--- config.mk ---
export PLATFORM = sky130hd
export DESIGN_NAME = des_round_ctrl
export DESIGN_NICKNAME = d
export VERILOG_FILES = /design/src/rtl/des_round_ctrl.sv
export SDC_FILE = /design/constraint.sdc
export NUM_CORES = 1
export LEC_CHECK = 0
export CAP_MARGIN = 20
export CORE_ASPECT_RATIO = 1.75
export CORE_MARGIN = 2
export CORE_UTILIZATION = 30
export DETAILED_ROUTE_END_ITERATION = 10
export MAX_ROUTING_LAYER = met4
export PLACE_DENSITY_LB_ADDON = 0.1
export SYNTH_ARGS = -nofsm -noshare
export SYNTH_HDL_FRONTEND = slang
export SYNTH_SLANG_ARGS = --single-unit
--- constraint.sdc ---
create_clock -name clk -period 5.2 [get_ports clk]
set_input_delay 0.52 -clock clk [delete_from_list [all_inputs] [get_ports clk]]
set_output_delay 0.52 -clock clk [all_outputs]
set_load 0.05 [all_outputs]
--- src/rtl/des_round_ctrl.sv ---
// Iterative DES controller: IP/PC-1 on accept, 16 Feistel rounds through an external
// f-function with on-the-fly round keys, FP(R16,L16) on completion.
module des_round_ctrl #(
  parameter int F_LATENCY = 0
) (
  input  logic        clk,
  input  logic        rst_n,
  input  logic        s_valid,
  output logic        s_ready,
  input  logic        s_decrypt,
  input  logic [63:0] s_block,
  input  logic [63:0] s_key,
  output logic        m_valid,
  input  logic        m_ready,
  output logic [63:0] m_block,
  output logic [31:0] f_r_o,
  output logic [47:0] f_k_o,
  input  logic [31:0] f_out_i,
  output logic [3:0]  round_o,
  output logic        busy_o
);

  // Tables use FIPS bit numbering: bit 1 is the MSB of the source vector.
  localparam int IP_T [64] = '{
    58, 50, 42, 34, 26, 18, 10, 2,  60, 52, 44, 36, 28, 20, 12, 4,
    62, 54, 46, 38, 30, 22, 14, 6,  64, 56, 48, 40, 32, 24, 16, 8,
    57, 49, 41, 33, 25, 17,  9, 1,  59, 51, 43, 35, 27, 19, 11, 3,
    61, 53, 45, 37, 29, 21, 13, 5,  63, 55, 47, 39, 31, 23, 15, 7};
  localparam int FP_T [64] = '{
    40, 8, 48, 16, 56, 24, 64, 32,  39, 7, 47, 15, 55, 23, 63, 31,
    38, 6, 46, 14, 54, 22, 62, 30,  37, 5, 45, 13, 53, 21, 61, 29,
    36, 4, 44, 12, 52, 20, 60, 28,  35, 3, 43, 11, 51, 19, 59, 27,
    34, 2, 42, 10, 50, 18, 58, 26,  33, 1, 41,  9, 49, 17, 57, 25};
  localparam int PC1_T [56] = '{
    57, 49, 41, 33, 25, 17,  9,   1, 58, 50, 42, 34, 26, 18,
    10,  2, 59, 51, 43, 35, 27,  19, 11,  3, 60, 52, 44, 36,
    63, 55, 47, 39, 31, 23, 15,   7, 62, 54, 46, 38, 30, 22,
    14,  6, 61, 53, 45, 37, 29,  21, 13,  5, 28, 20, 12,  4};
  localparam int PC2_T [48] = '{
    14, 17, 11, 24,  1,  5,   3, 28, 15,  6, 21, 10,
    23, 19, 12,  4, 26,  8,  16,  7, 27, 20, 13,  2,
    41, 52, 31, 37, 47, 55,  30, 40, 51, 45, 33, 48,
    44, 49, 39, 56, 34, 53,  46, 42, 50, 36, 29, 32};
  // Bit i set when the shift schedule entry for round i is 2 (otherwise 1).
  localparam logic [15:0] SHIFT2 = 16'b0111_1110_1111_1100;

  typedef enum logic [1:0] {IDLE, ROUND, WAIT, DONE} state_t;

  state_t      state_reg, state_next;
  logic [31:0] l_reg, r_reg;
  logic [27:0] c_reg, d_reg;
  logic [3:0]  round_reg;
  logic        decrypt_reg;
  logic [63:0] block_reg;

  logic [63:0] ip_blk;
  logic [55:0] pc1_key;
  logic [27:0] c_rot, d_rot;
  logic [55:0] cd_rot;
  logic [47:0] round_key;
  logic [31:0] r_new;
  logic [63:0] fp_in, fp_out;
  logic [3:0]  dec_idx;
  logic        two_shift, step, last_round;

  genvar gi;
  generate
    for (gi = 0; gi < 64; gi++) begin : g_ip
      assign ip_blk[63-gi] = s_block[64-IP_T[gi]];
      assign fp_out[63-gi] = fp_in[64-FP_T[gi]];
    end
    for (gi = 0; gi < 56; gi++) begin : g_pc1
      assign pc1_key[55-gi] = s_key[64-PC1_T[gi]];
    end
    for (gi = 0; gi < 48; gi++) begin : g_pc2
      assign round_key[47-gi] = cd_rot[56-PC2_T[gi]];
    end
  endgenerate

  // Decryption walks the schedule backwards: round i undoes shift S[16-i].
  always_comb begin
    dec_idx   = 4'd0 - round_reg;
    two_shift = decrypt_reg ? SHIFT2[dec_idx] : SHIFT2[round_reg];
    c_rot     = c_reg;
    d_rot     = d_reg;
    if (!decrypt_reg) begin
      if (two_shift) begin
        c_rot = {c_reg[25:0], c_reg[27:26]};
        d_rot = {d_reg[25:0], d_reg[27:26]};
      end else begin
        c_rot = {c_reg[26:0], c_reg[27]};
        d_rot = {d_reg[26:0], d_reg[27]};
      end
    end else if (round_reg != 4'd0) begin
      if (two_shift) begin
        c_rot = {c_reg[1:0], c_reg[27:2]};
        d_rot = {d_reg[1:0], d_reg[27:2]};
      end else begin
        c_rot = {c_reg[0], c_reg[27:1]};
        d_rot = {d_reg[0], d_reg[27:1]};
      end
    end
  end

  assign cd_rot     = {c_rot, d_rot};
  assign r_new      = l_reg ^ f_out_i;
  assign fp_in      = {r_new, r_reg};
  assign last_round = (round_reg == 4'd15);
  assign step       = (F_LATENCY == 0) ? (state_reg == ROUND) : (state_reg == WAIT);

  always_ff @(posedge clk or negedge rst_n) begin
    if (!rst_n) state_reg <= IDLE;
    else        state_reg <= state_next;
  end

  always_comb begin
    state_next = state_reg;
    case (state_reg)
      IDLE:  if (s_valid) state_next = ROUND;
      ROUND: begin
        if (F_LATENCY != 0)  state_next = WAIT;
        else if (last_round) state_next = DONE;
      end
      WAIT:  state_next = last_round ? DONE : ROUND;
      DONE:  if (m_ready) state_next = IDLE;
      default: state_next = IDLE;
    endcase
  end

  always_ff @(posedge clk or negedge rst_n) begin
    if (!rst_n) begin
      l_reg       <= '0;
      r_reg       <= '0;
      c_reg       <= '0;
      d_reg       <= '0;
      round_reg   <= '0;
      decrypt_reg <= 1'b0;
      block_reg   <= '0;
    end else if (state_reg == IDLE && s_valid) begin
      l_reg       <= ip_blk[63:32];
      r_reg       <= ip_blk[31:0];
      c_reg       <= pc1_key[55:28];
      d_reg       <= pc1_key[27:0];
      decrypt_reg <= s_decrypt;
      round_reg   <= '0;
    end else if (step) begin
      l_reg <= r_reg;
      r_reg <= r_new;
      c_reg <= c_rot;
      d_reg <= d_rot;
      if (last_round) block_reg <= fp_out;
      else            round_reg <= round_reg + 4'd1;
    end
  end

  assign s_ready = (state_reg == IDLE);
  assign m_valid = (state_reg == DONE);
  assign busy_o  = (state_reg == ROUND) || (state_reg == WAIT);
  assign m_block = block_reg;
  assign f_r_o   = r_reg;
  assign f_k_o   = round_key;
  assign round_o = round_reg;

endmodule
======== Word-level counts from Yosys, hierarchy flattened ========
Memories as Yosys holds them, arrays and structs flattened.
Index checks and enable logic that the tools add are counted.
word-level totals
  output and inout port bits .............. 151
  memories kept ........................... 2
  RAM bits ................................ 0
  latch bits .............................. 0
  bits in read-only memories .............. 32
  bits in registers ....................... 191
  word-level logic and storage cells ...... 63
cells by class
  shift-type cells ........................ 0
  bitwise gates (word level) .............. 2
  equality and inequality tests ........... 9
  multiply operators ...................... 0
  divide/modulo/power cells ............... 0
  add/sub/neg operators ................... 2
  reduce and logical (&&, ||, !) cells .... 9
  multiplexer cells ....................... 27
  magnitude comparators ................... 2
memory list
  memory            depth  bits a word  rd ports  clocked after memory_dff  write ports  RTL line  RTL
  (name not given)  16     1            1         0                         0            83        two_shift = decrypt_reg ? SHIFT2[dec_idx] : SHIFT2[round_reg];
  (name not given)  16     1            1         0                         0            83
operator list
  cell                                                                      count
  28-bit two-way mux                                                        12
  32-bit two-way mux                                                        4
  32-bit bitwise XOR                                                        1
  4-bit two-way mux                                                         3
  4-bit by 5-bit < comparator with 1-bit output (second input constant)     2
  2-bit two-way mux                                                         4
  2-bit one-hot mux with 4 select lines                                     1
  2-bit by 1-bit inequality test with 1-bit output (second input constant)  3
  3-bit AND reduction                                                       2
  4-bit by 1-bit adder with 4-bit output (second input constant)            1
  2-bit == test (second input constant)                                     2
  4-bit == test (second input constant)                                     1
  2-bit AND reduction                                                       2
  4-bit nonzero test                                                        1
  1-bit by 4-bit subtractor with 4-bit output (first input constant)        1
  1-bit two-way mux                                                         3
  3-bit by 1-bit inequality test with 1-bit output (second input constant)  1
  2-bit by 1-bit == test with 1-bit output (second input constant)          1
  2-bit logical NOT                                                         1
  2-bit inequality test (second input constant)                             1
  2-bit nonzero test                                                        1
  1-bit logical AND                                                         1
  1-bit logical OR                                                          1
  1-bit inverter                                                            1

======== Logic depth before layout (Yosys ltp) ========
  depth after elaboration ................. 9
  gate-level depth with buffers ........... 11
  mapped depth without buffers ............ 8

======== Worst setup path before layout ========
OpenSTA, ideal clock, no wires.
  path type ............................... reg-to-output
  start point ............................. register round_reg[0] (netlist: round_o[0])
  end point ............................... output port f_k_o[1]
  path slack .............................. 1.588 ns
  path buffers ............................ 1
  data required time ...................... 4.680 ns
  cell stages (with the launch flop) ...... 8
  data arrival time ....................... 3.092 ns
  cell sequence ........................... dfrtp_1 > inv_1 > ha_1 > mux2_2 > a21o_1 > buf_2 > mux2i_1 > o21ai_0
between the ends
  longest elaborated chain between the ends .. 7
  elaborated cells on any way between the ends .. 11
  those cells by class .................... add/sub (1); mux (7); reduce/logical (1); memory (2)
RTL lines
  item                                         RTL line  RTL
  from (decl)                                  52        logic [3:0] round_reg;
  from (signal assigned)                       152       else round_reg <= round_reg + 4'd1;
  1-bit by 4-bit subtractor with 4-bit output  82        dec_idx = 4'd0 - round_reg;
  memory read 16 x 1 bit                       --
  1-bit two-way mux (implied by the code)      83
  1-bit two-way mux                            83
  28-bit two-way mux                           95        if (two_shift) begin
  28-bit two-way mux                           94        end else if (round_reg != 4'd0) begin
  28-bit two-way mux *                         86        if (!decrypt_reg) begin
  to (decl)                                    17        output logic [47:0] f_k_o,
Every way passes the cells marked *; elsewhere a longest branch is shown, timed or not. The select of a mux whose other input is x is not followed.

======== Final worst setup path ========
Ends and elaborated chain as after synthesis.

==> qor.csv <==
metric,value,unit
outcome,"complete, no violations",
number of nets in the layout,1619,
register clock-pin slew on the reported worst setup and hold paths,0.08,ns
clock tree sinks,191,
buffers plus inverters on the worst setup path,2,
arrival time worst endpoint,4.10,ns
via count,9766,
first drt pass iteration count,6,
Core Rows,91,
number of distinct standard cells referenced by the synthesized netlist,47,
FMAX,216,MHz
# Max-Cap Violations,0,
cell at the slowest stage of the critical path,clkdlybuf4s50_1,
Critical Path Source,round_o[0],
grt peak-use layer,met2,
Setup Total Neg Slack,0,ns
number of enable-type register cells in the synthesized netlist,0,
final hold viol count,0,
number of buffers inserted for hold repair after clock tree synthesis,0,
maximum level of the CTS H-tree,4,
hpwl dp,26000,um
unrepaired setup endpoints after global routing,no,
final clock skew,0.0144,ns
final period utilization,0.889,
"buffers from clock root to sink, at most",2,
ordered list of cells on the worst path,inv_1 > ha_1 > or3b_2 > o21ba_2 > or3_1 > o221ai_1 > o21ai_0 > clkdlybuf4s50_1,
share of post-route cells with drive strength above 1,0.109,
share of Yosys cell area claimed by the top area cell type,0.449,
flip-flop and latch count after synthesis,191,
Avg Inst Size Synth,8.94,um^2
wire length after detailed routing,37300,um
pre-CTS setup slack,1.09,ns
Residual DRC,0,
most instantiated cells after synthesis,"nand2_1, o21ai_0, dfrtp_1",
number of flip-flops under the largest register name,64,
"Clk Latency, worst-skew pair",0.45,ns
count of antenna-violating nets left after detailed routing,0,
CP Launch Type,flip-flop,
Async SR Flop Fraction,1.00,
drt first-iter violations,589,
GRT Residual Overflow,0,
dominant synthesized flop cell,dfrtp_1,
port bufs,307,
fin. max-slew vios,0,
TritonCTS clock tree,yes,
first-pass GRT wire length,57900,um
aggregate global-route resource usage,0.206,
Setup-failing EPs final,0,
number of ports placed on the die boundary,316,
height of the die,253,um
launch point of the worst reg-to-reg path,decrypt_reg,
Area contributors post-synth,"dfrtp_1, o21ai_0, nand2_1",
kind of path behind the tightest hold check,in2async,
fill cell total of the finished layout,3565,
Synth Warn #,0,
maximum number of pins on one net before global-route repair,103,
Slew headroom,0.277,
critical path's largest stage delay,0.87,ns
buffer count from post-CTS setup fixing,0,
element type at the critical path end,output pin,
via count of the first global-routing pass,10100,
Routability Congestion,0.822,
Num CTS Buffers,17,
synthesized area,0.0106,mm^2
shortest clock period the worst path allows after layout,4.62,ns
Die Footprint,0.0371,mm^2
global routing usage on met1,0.215,
net count of the mapped netlist,1367,
Core Footprint,0.0351,mm^2
met2 layer usage reported by global route,0.367,
global-route met3 utilization,0.0555,
register area share after synthesis,0.449,
"crit path setup slack, layout",0.577,ns
required arrival time at the worst endpoint,4.68,ns
detail-routed net length per standard cell,19.4,um
buffer type at the clock tree root,clkbuf_16,
number of gates resized after cts,0,
antenna violations before repair,6,
critical-path maximum fanout,13,
Post-Synthesis Cells,1191,
x dimension of the die,146,um
ratio of routed vias to standard cells,5.07,
most instantiated library cell after synthesis,nand2_1,
kind of cell adding the most delay to the critical path,simple AND/OR/NAND/NOR gates,
tightest hold margin,0.0855,ns
type of the setup path with the least slack,reg2out,
Yosys top cell by area,dfrtp_1,
worst slew pin tran,1.08,ns
Layout area overhead,41.3,%
initial cell density of the core,0.304,
end-of-flow core utilization,0.429,
## worst register-to-register path: stages (launching register included)
cell and delay (ns):
dfrtp_1 1.07, clkinv_1 0.89, nor2_2 0.27, buf_4 0.44
nor2b_1 0.11, buf_4 0.20, nand2_1 0.40, a211oi_1 0.13
a21oi_1 0.17
## metal layers
layer | up-vias | routed length, um
met4 | 0 | 1220
li1 | 4682 | -
met1 | 4685 | 13800
met2 | 336 | 19900
met5 | - | 0
met3 | 63 | 2460
## kinds of logic (layout without fill, tap and decap cells)
family                     count (synthesis)  in the layout  synth area share
adders and majority gates                 11             11            0.0129
other                                      0              6                 0
muxes                                    103            103             0.101
buffers and inverters                    100            365            0.0436
and+or+nand+nor                          387            387             0.153
xor gates and xnor gates                  36             36            0.0296
AOI/OAI and AO/OA                        363            363             0.211
DFF                                      191            191             0.449
## path summary, 6_finish.rpt
| check | end | slack (ns) | cells past startpoint |
|---|---|---|---|
| worst min register to register | m_block[54] | 0.48 | 2 |
| worst max-delay path | f_k_o[1] | 0.58 | 8 |
| max in group asynchronous | m_block[34] | 4.06 | 2 |
| worst max register to register | d_reg[13] | 1.46 | 8 |
| min in group clk | m_block[54] | 0.48 | 2 |
| worst min-delay path | d_reg[7] | 0.09 | 1 |
## metrics by stage
stage | area (um^2) | std cells
3_3_place_gp | 14400 | 1889
2_1_floorplan | 10600 | 1191
4_1_cts | 15000 | 1921
5_1_grt | 15100 | 1927
3_5_place_dp | 14400 | 1889
6_report | 15100 | 1927
## cell type report
cell class | instances | area, um^2 | share of cell area
multi-input cells | 900 | 5440 | 0.361
flip-flops and latches | 191 | 4780 | 0.318
repair buffers | 326 | 3620 | 0.240
well taps | 465 | 582 | 0.0387
clock buffers | 18 | 429 | 0.0285
clock inverters | 14 | 163 | 0.0108
inverters | 7 | 26.3 | 0.00175
diodes | 6 | 15.0 | 0.000998
## placed cells by master (no fill, tap or decap), types with 17 or more instances in the layout
cell             Yosys  routed
a21oi_1             50      49
buf_12               0      39
dfrtp_1            191     191
nand2_1            277     276
xnor2_1             35      35
o21ai_0            216     216
a221o_2             22      22
mux2_2              36      36
mux2i_1             67      67
clkbuf_16            0      17
clkdlybuf4s50_1      0     270
nor2_1              45      45
or3_1               25      25
a2bb2oi_1           24      24
Power is not shown: default switching activity piles up to over one toggle a cycle in this logic, so the estimate is an artifact.
